[config.mk]
export PLATFORM = sky130hd
export DESIGN_NAME = mem_access_sequencer_flat
export DESIGN_NICKNAME = d
export VERILOG_FILES = /design/src/rtl/mem_access_sequencer_if.sv /design/src/rtl/mem_access_sequencer.sv /design/src/flat_wrapper.sv
export SDC_FILE = /design/constraint.sdc
export NUM_CORES = 1
export LEC_CHECK = 0
export CORE_AREA = 2 2 39 41
export CTS_CLUSTER_SIZE = 24
export DETAILED_ROUTE_END_ITERATION = 7
export DIE_AREA = 0 0 41 43
export PLACE_DENSITY = 0.53
export SLEW_MARGIN = 40
export SYNTH_ARGS = -nofsm -noshare
export SYNTH_HDL_FRONTEND = slang
export SYNTH_SLANG_ARGS = --single-unit
[constraint.sdc]
create_clock -name clk -period 2.3 [get_ports clk]
set_clock_uncertainty 0.15 [all_clocks]
set_input_delay 0.23 -clock clk [delete_from_list [all_inputs] [get_ports clk]]
set_output_delay 0.23 -clock clk [all_outputs]
set_load 0.02 [all_outputs]
[src/rtl/mem_access_sequencer_if.sv]
// mem_access_sequencer_if: memory-stage handshake bundle.
// master = pipeline/memory side (drives start..mem_resp); slave = sequencer.
interface mem_access_sequencer_if #(
  parameter int CNT_W = 2
);
  logic             start;
  logic [CNT_W-1:0] num_accesses;
  logic             last_is_write;
  logic             abort;
  logic             mem_resp;
  logic             mem_read;
  logic             mem_write;
  logic [CNT_W-1:0] access_idx;
  logic             data_latch_en;
  logic             proceed;
  logic             busy;
  logic             fault;

  modport master (
    output start, num_accesses, last_is_write, abort, mem_resp,
    input  mem_read, mem_write, access_idx, data_latch_en,
    input  proceed, busy, fault
  );

  modport slave (
    input  start, num_accesses, last_is_write, abort, mem_resp,
    output mem_read, mem_write, access_idx, data_latch_en,
    output proceed, busy, fault
  );
endinterface

[src/rtl/mem_access_sequencer.sv]
// mem_access_sequencer: issues 1..MAX_ACCESSES memory accesses per instr.
// Ports: clk, reset_n (sync, active-low), bus (slave modport of the if).
module mem_access_sequencer #(
  parameter int MAX_ACCESSES = 2,
  parameter int CNT_W        = 2,
  parameter int TIMEOUT      = 0,
  parameter int TO_W         = 8
) (
  input logic                  clk,
  input logic                  reset_n,
  mem_access_sequencer_if.slave bus
);

  typedef enum logic [1:0] {
    IDLE,
    ACCESS,
    FAULT
  } state_e;

  localparam logic [CNT_W-1:0] MAX_C = CNT_W'(MAX_ACCESSES);
  localparam logic [TO_W-1:0]  TO_C  = TO_W'(TIMEOUT);
  localparam bit               WD_EN = (TIMEOUT != 0);

  state_e           state_q, state_d;
  logic [CNT_W-1:0] idx_q, idx_d;
  logic [TO_W-1:0]  wd_q, wd_d;

  logic             act;
  logic             last;
  logic             rd, wr, dle, prc, bsy, flt;

  // last: current access is the final one of this instruction
  assign last = (idx_q == bus.num_accesses - CNT_W'(1));

  always_comb begin
    state_d = state_q;
    idx_d   = idx_q;
    wd_d    = wd_q;
    act     = 1'b0;
    rd      = 1'b0;
    wr      = 1'b0;
    dle     = 1'b0;
    prc     = 1'b0;
    bsy     = 1'b0;
    flt     = 1'b0;

    unique case (state_q)
      IDLE: begin
        if (bus.start) begin
          if (bus.num_accesses == '0) begin
            prc = 1'b1;
          end else if (bus.num_accesses > MAX_C) begin
            state_d = FAULT;
          end else begin
            // zero-latency issue: idx_q is 0 whenever IDLE
            act = 1'b1;
          end
        end
      end
      ACCESS: act = 1'b1;
      FAULT:  flt = 1'b1;
      default: state_d = IDLE;
    endcase

    if (act) begin
      bsy = 1'b1;
      wr  = bus.last_is_write && last;
      rd  = !wr;
      if (bus.mem_resp) begin
        wd_d = '0;
        if (last) begin
          prc     = 1'b1;
          idx_d   = '0;
          state_d = IDLE;
        end else begin
          dle     = 1'b1;
          idx_d   = idx_q + CNT_W'(1);
          state_d = ACCESS;
        end
      end else begin
        if (wd_q != '1) wd_d = wd_q + TO_W'(1);
        if (WD_EN && wd_q == TO_C) state_d = FAULT;
        else                       state_d = ACCESS;
      end
    end

    // flush: request lines stay as-is, completions are suppressed
    if (bus.abort) begin
      prc     = 1'b0;
      dle     = 1'b0;
      idx_d   = '0;
      wd_d    = '0;
      state_d = IDLE;
    end
  end

  always_ff @(posedge clk) begin
    if (!reset_n) begin
      state_q <= IDLE;
      idx_q   <= '0;
      wd_q    <= '0;
    end else begin
      state_q <= state_d;
      idx_q   <= idx_d;
      wd_q    <= wd_d;
    end
  end

  assign bus.mem_read      = rd;
  assign bus.mem_write     = wr;
  assign bus.access_idx    = idx_q;
  assign bus.data_latch_en = dle;
  assign bus.proceed       = prc;
  assign bus.busy          = bsy;
  assign bus.fault         = flt;

endmodule
[src/flat_wrapper.sv]
// flat-port wrapper written by rule: the top's interface ports become plain ports
module mem_access_sequencer_flat 
#(
  parameter int MAX_ACCESSES = 2,
  parameter int CNT_W        = 2,
  parameter int TIMEOUT      = 0,
  parameter int TO_W         = 8
)
  (clk, reset_n, bus_start, bus_num_accesses, bus_last_is_write, bus_abort, bus_mem_resp, bus_mem_read, bus_mem_write, bus_access_idx, bus_data_latch_en, bus_proceed, bus_busy, bus_fault);
  mem_access_sequencer_if #(.CNT_W(CNT_W)) bus_i ();
  input logic clk;
  input logic reset_n;
  input wire logic [$bits(bus_i.start)-1:0] bus_start;
  input wire logic [$bits(bus_i.num_accesses)-1:0] bus_num_accesses;
  input wire logic [$bits(bus_i.last_is_write)-1:0] bus_last_is_write;
  input wire logic [$bits(bus_i.abort)-1:0] bus_abort;
  input wire logic [$bits(bus_i.mem_resp)-1:0] bus_mem_resp;
  output wire logic [$bits(bus_i.mem_read)-1:0] bus_mem_read;
  output wire logic [$bits(bus_i.mem_write)-1:0] bus_mem_write;
  output wire logic [$bits(bus_i.access_idx)-1:0] bus_access_idx;
  output wire logic [$bits(bus_i.data_latch_en)-1:0] bus_data_latch_en;
  output wire logic [$bits(bus_i.proceed)-1:0] bus_proceed;
  output wire logic [$bits(bus_i.busy)-1:0] bus_busy;
  output wire logic [$bits(bus_i.fault)-1:0] bus_fault;
  assign bus_i.start = bus_start;
  assign bus_i.num_accesses = bus_num_accesses;
  assign bus_i.last_is_write = bus_last_is_write;
  assign bus_i.abort = bus_abort;
  assign bus_i.mem_resp = bus_mem_resp;
  assign bus_mem_read = bus_i.mem_read;
  assign bus_mem_write = bus_i.mem_write;
  assign bus_access_idx = bus_i.access_idx;
  assign bus_data_latch_en = bus_i.data_latch_en;
  assign bus_proceed = bus_i.proceed;
  assign bus_busy = bus_i.busy;
  assign bus_fault = bus_i.fault;
  mem_access_sequencer #(.MAX_ACCESSES(MAX_ACCESSES), .CNT_W(CNT_W), .TIMEOUT(TIMEOUT), .TO_W(TO_W)) u_core (.clk(clk), .reset_n(reset_n), .bus(bus_i));
endmodule
==> flow_summary.toml <==
[timing]
hold_viol_final = 0
tightest_slew_ps = 287
fmax_ghz = 0.457
post-route-period-util_pct = 95.2
setup_viol = 0
fin_crit_ps = 2190
slew_headroom_pct = 80.9
drv_slew = 0
tns_ps = 0
rsz0062_at_grt = "false"

[synthesis]
syn_avg_cell_area_um2 = 8.41
async_flop_share_pct = 0
ys_warn_count = 0
syn_nets = 50
yosysUniqueCellTypes = 25
ys.flop_type = "dfxtp_1"
synth_edf_count = 0
yosysSeqAreaShare_pct = 23.8
synth_area_um2 = 337
synthCells = 40
synth-seq-cells = 4

[drt]
via_per_inst = 4.67
drt-initial-drc-count = 4
drtPass1Iterations = 2
drc = 0
wl_um = 883
wl_per_cell_um = 10.8
num_vias = 383
ant_nets = 0

[power]
p_per_area_mw_per_mm2 = 421
power_leakage_nw = 0.254
max-vdd-ir-drop_v = 0.000193

[placed_design]
placed_area_um2 = 567
place_congestion = 0.670
io_buffers = 15

[setup_path]
critical_path.top_delay_family = "buffers and inverters"
critical_path_class = "input port to output pin"
worstPathMaxFanout = 4
arrival_ps = 1810
endpoint_kind = "output pin"
crit_buf_inv = 4
slowest_stage = "clkdlybuf4s50_1"
cp.required_ps = 1920
worstSetupStartpointType = "input port"
worstPathCellList = "clkdlybuf4s50_1 -> inv_1 -> ha_1 -> buf_4 -> xor2_2 -> nand4_1 -> a21oi_1 -> buf_4"
crit_path_frequent_cell = "buf_4"
r2r_slack_ps = 840
r2r_cells = 4
reg2reg_to = "u_core.bus.access_idx[1]"
rr_startpoint = "u_core.bus.access_idx[1]"
max_stage_delay_ps = 480

[clocking]
cts_tree = "built"
clock_tree.root_cell = "clkbuf_4"
clkLatencyLatePin_ps = 230
cts.clk_slew.worst_paths_ps = 40
cts_sinks = 4
cts_buffer_depth = 2
cts_made_buffers = 3
ctsHoldBuffers = 0
htree_levels = 1

[flow_run]
cap_violations = 0

[cells_and_area]
layout_common_cells = "clkdlybuf4s50_1, buf_4, dfxtp_1"
stdcell_area_um2 = 598
fin_nets = 78
final_common_cell = "clkdlybuf4s50_1"
antennaDiodeCount = 0
drive_above_1_share_pct = 34.8
synthToLayoutAreaGrowth_pct = 77.7

[min_path]
hold_path_end = "u_core.state_q[0]"
min_from = "u_core.state_q[1]"
min_path_type = "flip-flop to flip-flop"
whs_path_depth = 1

[die]
initial_utilization_pct = 24.3
die_w_um = 41
rows = 14
core-area_mm2 = 0.00138
ios = 16
dieArea_mm2 = 0.00176
die_y_um = 43

[global_routing]
grt_max_degree = 8
antenna_found_initial = 0
grt_pass1_wl_um = 1460
grt_use_total_pct = 12.6
grt_pass1_vias = 365
grt_overflow = 0

[status]
outcome = "completed"
-- worst max path at each step --
stage	startpoint	endpoint	depth (start not counted)
CTS	bus_num_accesses[1]	bus_mem_read	8
detailed placement	bus_num_accesses[0]	bus_data_latch_en	7
finish	bus_num_accesses[0]	bus_proceed	8
global placement	bus_num_accesses[0]	bus_proceed	8
floorplan	bus_num_accesses[0]	bus_data_latch_en	5
global route	bus_num_accesses[0]	bus_proceed	8
-- routing by layer --
| metal | vias to the layer above | global-route usage [%] | part of all wire (%) |
|---|---|---|---|
| li1 | 203 | - | - |
| met1 | 171 | 15.8 | 48 |
| met2 | 7 | 17.2 | 47 |
| met3 | 2 | 3.14 | 4.8 |
| met4 | 0 | 10.0 | 0.57 |
| met5 | - | 0 | 0 |
-- worst reg2reg max path: cells and delay by family, from the launching register on --
| family | cells | cell delay [ps] |
|---|---|---|
| AOI/OAI and AO/OA | 2 | 470 |
| xor gates and xnor gates | 1 | 120 |
| buffers and inverters | 1 | 150 |
| DFF | 1 | 470 |
-- power breakdown --
part           total (W)  switching, W  internal, W
Combinational  0.0000942     0.0000450    0.0000492
Sequential     0.0000746    0.00000320    0.0000714
Clock          0.0000829     0.0000248    0.0000581
Total           0.000252     0.0000730     0.000179
-- synth_stat cells (2+ instances only) --
master,count,share of area (%)
dfxtp_1,4,24
nor2_1,4,4.5
inv_1,3,3.3
a2111o_1,2,6.7
a21oi_1,2,3.0
ha_1,2,7.4
nand2b_1,2,3.7
nor2b_1,2,3.7
xnor2_1,2,5.2
xor2_1,2,5.2
-- state kept, by name (all words and copies together) (netlist names) --
signal	flops
u_core.state_q	2
u_core.bus.access_idx	2
-- what timing repair did --
item                       in CTS  in global routing
resized for setup              16                  9
pin swaps                       0                  1
setup endpoints to repair       5                  5
setup buffers                   0                  0
-- logic make-up after synthesis --
family,count (synthesis),share of synthesized area (%)
adders and majority gates,2,7.43
xor gates and xnor gates,4,10.4
and+or+nand+nor,15,25.3
DFF,4,23.8
buffers and inverters,3,3.35
AOI/OAI and AO/OA,12,29.7
-- per-stage QoR --
step	utilization [%]	hold WS, ps	total power, W	setup WS [ps]	instances
after global placement	41.0	385	0.000169	-347	79
final	43.2	400	0.000252	112	82
after detailed placement	41.0	381	0.000168	-361	79
after CTS	42.4	386	0.000255	7.42	82
after global routing	43.2	445	0.000275	5.53	82
after floorplan	-	176	0.000116	314	40
-- final cells by class --
type,count,area (um2)
repair buffers,23,188
well taps,16,20.0
fillers,145,786
inverters,3,11.3
flip-flops and latches,4,80.1
clock buffers,3,22.5
multi-input cells,33,277
Power figures use the tool's default switching activity.
==> RTL change 1 (config.mk and constraints unchanged) <==
Make the reset (`reset_n`) asynchronous in one clocked block.
--- a/src/rtl/mem_access_sequencer.sv
+++ b/src/rtl/mem_access_sequencer.sv
@@ -95,5 +95,5 @@
   end
 
-  always_ff @(posedge clk) begin
+  always_ff @(posedge clk or negedge reset_n) begin
     if (!reset_n) begin
       state_q <= IDLE;
Behaviour: differs if reset_n is asserted again (counterexample within 4 cycles, from zero or initial values and one cycle with reset_n low); with reset_n held inactive, the same outputs for 10 cycles.
==> RTL change 1 against the original RTL <==
Routed wire length is 10% higher; die area stayed put; synthesized cell count is 7.5% higher; sequential cell count stayed put; highest routed layer unchanged; synthesized area is 14% higher; critical path type unchanged; design area is 6.7% higher; setup slack worse by 42 ps.
Power is not compared: it rests on default switching activity, and its combinational part moved more than twofold at a synthesized area within 25%.
==> RTL change 1: results (changes against the original RTL) <==
stage;metric;value;unit;change
global_routing;grt_pass1_vias;374;;+2.5%
yosys;synth_area_leaders;dfrtp_1 (26%), ha_1 (16%), inv_1 (7.8%), o2111ai_1 (6.9%), xnor2_1 (4.6%);;
sta;hold_viol_final;0;;unchanged
yosys;synthTopCellsByCount;inv_1 (8), ha_1 (5), dfrtp_1 (4), o2111ai_1 (3);;
yosys;synthDistinctLibCells;22;;-12%
routing;initialDrtViolationCount;8;;+4
clocking;clock_path_buffers;2;;unchanged
global_routing;grt_pass1_wl;1490;um;+1.9%
finish;stdcell_count;85;;+3.7%
yosys;syn-num-nets;56;;+12%
clocking;clock_latency;230;ps;about the same
setup_path;r2r_cells;7;;+3
global_routing;grt_use_met3;3.141;%;unchanged
yosys;ys_async_sr_fraction;100.0;%;+100 points
global_routing;use_met2;18.75;%;+1.6 points
routing;wl_met3;71;um;+69%
hold_path;holdCritPathClass;input port to async pin;;
sta;relSlewSlack;78.49;%;-2.4 points
routing;wl_met1;446;um;+5.7%
setup_path;ff2ff_setup_slack;620;ps;-220 ps
routing;vias_per_cell;4.941;;+5.8%
finish;fillers;157;;+8.3%
yosys;synth_cells;43;;+7.5%
finish;layout-drive-gt1-share;31.88;%;-3.0 points
setup_path;crit_arrival;1850;ps;+40 ps
routing;first_pass_iters;3;;+1
global_routing;grt_max_degree;6;;-2
placement;gp_congestion;0.7240;;+8.0%
global_routing;grt_use_met1;14.94;%;-0.82 points
routing;route.met2.wl;436;um;+5.8%
status;status;completed;;
placement;dp_slack;-358.2;ps;+3.266 ps
yosys;ys_seq_area_share;26.14;%;+2.4 points
power_and_ir_drop;swShare;38.30;%;
setup_path;regToRegStartpoint;u_core.state_q[0]$_DFFE_PN0P_;;
yosys;synth_ff_type;dfrtp_1;;
finish;nets;84;;+7.7%
global_routing;grt.total_usage;12.49;%;-0.063 points
routing;wl;974;um;+10%
setup_path;r2r-end;u_core.state_q[0]$_DFFE_PN0P_;;
placement;io_buffers;15;;unchanged
clocking;cts_max_level;1;;unchanged
placement;dp_cells;82;;+3.8%
routing;routed.top_layer;met4;;
placement;placed_cell_area;613.1;sq um;+8.2%
setup_path;crit_slowest_cell;clkdlybuf4s50_1;;
[RTL change 1: worst max path at each step]
stage | end | slack [ps] | depth (start not counted)
after floorplan | bus_mem_read | 560 | 5
after global placement | bus_mem_write | -350 | 7
after detailed placement | bus_mem_write | -360 | 7
after CTS | bus_proceed | -50 | 7
after global routing | bus_busy | -9 | 7
final | bus_busy | 70 | 7
[RTL change 1: area by class of cell]
type,count,area [sq um],area share (%)
clock buffers,3,22.52,3.529
inverters,8,30.03,4.706
multi-input cells,31,270.3,42.35
flip-flops and latches,4,100.1,15.69
well taps,16,20.02,3.137
repair buffers,23,195.2,30.59
[RTL change 1: what timing repair did]
item | in CTS | in global routing
pin swaps | 1 | 0
endpoints found under the setup margin | 5 | 5
resized for setup | 10 | 7
[RTL change 1: cells by family (layout without fill, tap and decap cells)]
logic type / Yosys count / in the layout / share of synthesized area [%]
buffers and inverters: 8 / 34 / 7.843
XOR/XNOR: 2 / 2 / 4.576
AO/OA/AOI/OAI: 14 / 14 / 31.37
AND/OR/NAND/NOR: 10 / 10 / 13.73
flip-flops: 4 / 4 / 26.14
adder cells (fa/ha/maj): 5 / 5 / 16.34
[RTL change 1: power by group through the flow]
stage / clock (uW) / combinational (uW) / sequential (uW)
finish: 86.4 / 220 / 90.3
global route: 96.3 / 240 / 91.8
CTS: 92.2 / 219 / 89.6
detailed placement: 0 / 226 / 90.5
global placement: 0 / 226 / 90.8
floorplan: 0 / 112 / 93.5
[RTL change 1: through the flow]
stage	hold slack, ps	power (uW)
global route	51.02	428.2
detailed placement	291.6	316.2
CTS	36.35	401.2
global placement	291.4	317.3
finish	41.15	397.1
floorplan	-215.6	205.0
==> RTL change 2 (same flow settings) <==
Made on the original files. `CNT_W` is set to 2 in 3 places; all go to 3.
--- a/src/rtl/mem_access_sequencer_if.sv
+++ b/src/rtl/mem_access_sequencer_if.sv
@@ -2,5 +2,5 @@
 // master = pipeline/memory side (drives start..mem_resp); slave = sequencer.
 interface mem_access_sequencer_if #(
-  parameter int CNT_W = 2
+  parameter int CNT_W = 3
 );
   logic             start;
--- a/src/rtl/mem_access_sequencer.sv
+++ b/src/rtl/mem_access_sequencer.sv
@@ -3,5 +3,5 @@
 module mem_access_sequencer #(
   parameter int MAX_ACCESSES = 2,
-  parameter int CNT_W        = 2,
+  parameter int CNT_W        = 3,
   parameter int TIMEOUT      = 0,
   parameter int TO_W         = 8
--- a/src/flat_wrapper.sv
+++ b/src/flat_wrapper.sv
@@ -3,5 +3,5 @@
 #(
   parameter int MAX_ACCESSES = 2,
-  parameter int CNT_W        = 2,
+  parameter int CNT_W        = 3,
   parameter int TIMEOUT      = 0,
   parameter int TO_W         = 8
Interface: changed (resized bus_access_idx and bus_num_accesses); port bits go from 16 to 18. No check against the original RTL was run, so the function may have changed too.
==> RTL change 2 against the original RTL <==
Sequential cell count grew 1; setup slack gained 120 ps; largest power group is now the clock network; synthesized area increased by 29%; count of clock-buffer cells in the layout increased by 1; routed wire length up 36%; die area did not move; utilization is 13 points higher; hold slack got worse by 35 ps; highest routed layer unchanged; critical path depth decreased by 2; power grew 14%; sequential power grew 20%; design area rose by 31%.
==> RTL change 2: results (changes against the original RTL) <==
stage;metric;value;unit;change
global_routing;grt_pass1_vias;517;;+42%
placement;gp_congestion;0.7011;;+4.6%
yosys;synth_area_leaders;dfxtp_1 (23%), ha_1 (12%), a2111oi_4 (6.3%), a21oi_1 (5.8%), xnor3_1 (5.2%);;
routing;wl_met3;86;um;+100%
routing;wl_per_cell;11.89;um;+10%
hold_path;hold_path_depth;2;;+1
global_routing;grt.total_usage;17.25;%;+4.7 points
finish;clock_buffers;4;;+1
global_routing;use_met2;26.56;%;+9.4 points
finish;nets;99;;+27%
hold_path;worstHoldStart;u_core.bus.access_idx[0]$_SDFFE_PP0P_;;
sta;relSlewSlack;79.95;%;-0.91 points
status;status;completed;;
routing;initialDrtViolationCount;3;;-1
placement;dp_cells;97;;+23%
setup_path;r2r_cells;5;;+1
finish;multiInputGateArea;355.3;sq um;+29%
yosys;synth_area_per_cell;8.683;sq um;+3.2%
finish;multi_input_gates;40;;+21%
clocking;clock_latency;240;ps;
finish;stdcell_count;101;;+23%
global_routing;grt_pass1_wl;2042;um;+40%
clocking;cts_root_buffer;clkbuf_4;;
setup_path;regToRegStartpoint;u_core.bus.access_idx[2]$_SDFFE_PP0P_;;
routing;wl_met1;476;um;+13%
yosys;synthTopCellsByCount;a21oi_1 (5), dfxtp_1 (5), ha_1 (4);;
clocking;clock_path_buffers;2;;unchanged
yosys;ys_seq_area_share;23.05;%;-0.74 points
setup_path;max_stage_delay;570;ps;+90 ps
finish;n_all_inverters;5;;+2
setup_path;crit_arrival;1690;ps;-120 ps
global_routing;grt_use_met1;19.55;%;+3.8 points
finish;clock_area_share;3.349;%;-0.42 points
finish;bufAreaShareNonClock;33.65;%;+2.3 points
global_routing;grt_max_degree;7;;-1
setup_path;r2r-end;u_core.state_q[0]$_SDFFE_PP0P_;;
yosys;ys.warnings.count;0;;unchanged
finish;seq_share;12.76;%;-0.63 points
placement;io_buffers;17;;+2
yosys;synthDistinctLibCells;28;;+12%
global_routing;grt_use_met3;10.47;%;+7.3 points
routing;num_vias;499;;+30%
finish;layout-drive-gt1-share;40.00;%;+5.2 points
finish;buffers;31;;+35%
finish;seq_cell_count;5;;+1
finish;fillers;141;;-2.8%
power_and_ir_drop;leakagePower;0.0003648;uW;+44%
yosys;syn-num-nets;63;;+26%
==> RTL change 2: cell types whose count changed after synthesis, moves of 2 or more <==
cell | before | now
a2111o_1 | 2 | 0
ha_1 | 2 | 4
xnor2_1 | 2 | 0
nand2_1 | 0 | 3
a31oi_1 | 1 | 3
a21oi_1 | 2 | 5
==> RTL change 2: worst max-delay path by stage <==
| stage | start | end | slack, ps | cells past startpoint |
|---|---|---|---|---|
| final | bus_num_accesses[2] | bus_data_latch_en | 230 | 6 |
| after floorplan | u_core.bus.access_idx[2]$_SDFFE_PP0P_ | bus_data_latch_en | 330 | 4 |
| after global routing | bus_num_accesses[2] | bus_data_latch_en | 140 | 6 |
| after CTS | bus_num_accesses[0] | bus_mem_write | -10 | 9 |
| after global placement | bus_num_accesses[0] | bus_mem_write | -440 | 9 |
| after detailed placement | bus_num_accesses[0] | bus_mem_write | -460 | 9 |
==> RTL change 2: kinds of logic after synthesis <==
family	synth area share (%)
fa+ha+maj	11.53
simple gates	27.09
flops	23.06
xor+xnor	9.222
buf+inv	4.321
compound gates	24.78
==> RTL change 2: through the flow <==
stage               setup slack, ps  TNS (ps)  hold WS (ps)  instance area, sq um
floorplan                     330.4         0         176.0                 434.2
global placement             -442.8     -1978         342.1                 729.5
detailed placement           -460.6     -2004         349.0                 729.5
CTS                          -11.22    -11.22         357.9                 753.2
global route                  135.1         0         399.8                 784.5
finish                        226.7         0         365.0                 784.5
==> RTL change 2: repair_timing <==
item / in CTS / in global routing
pin swaps: 1 / 4
buffers inserted: 0 / 0
endpoints found under the setup margin: 5 / 5
gates resized for setup: 23 / 9
==> RTL change 2: power by group <==
part,internal (uW),switching (uW)
combinational,52.0,42.2
sequential,88.3,1.45
clock,65.6,36.1
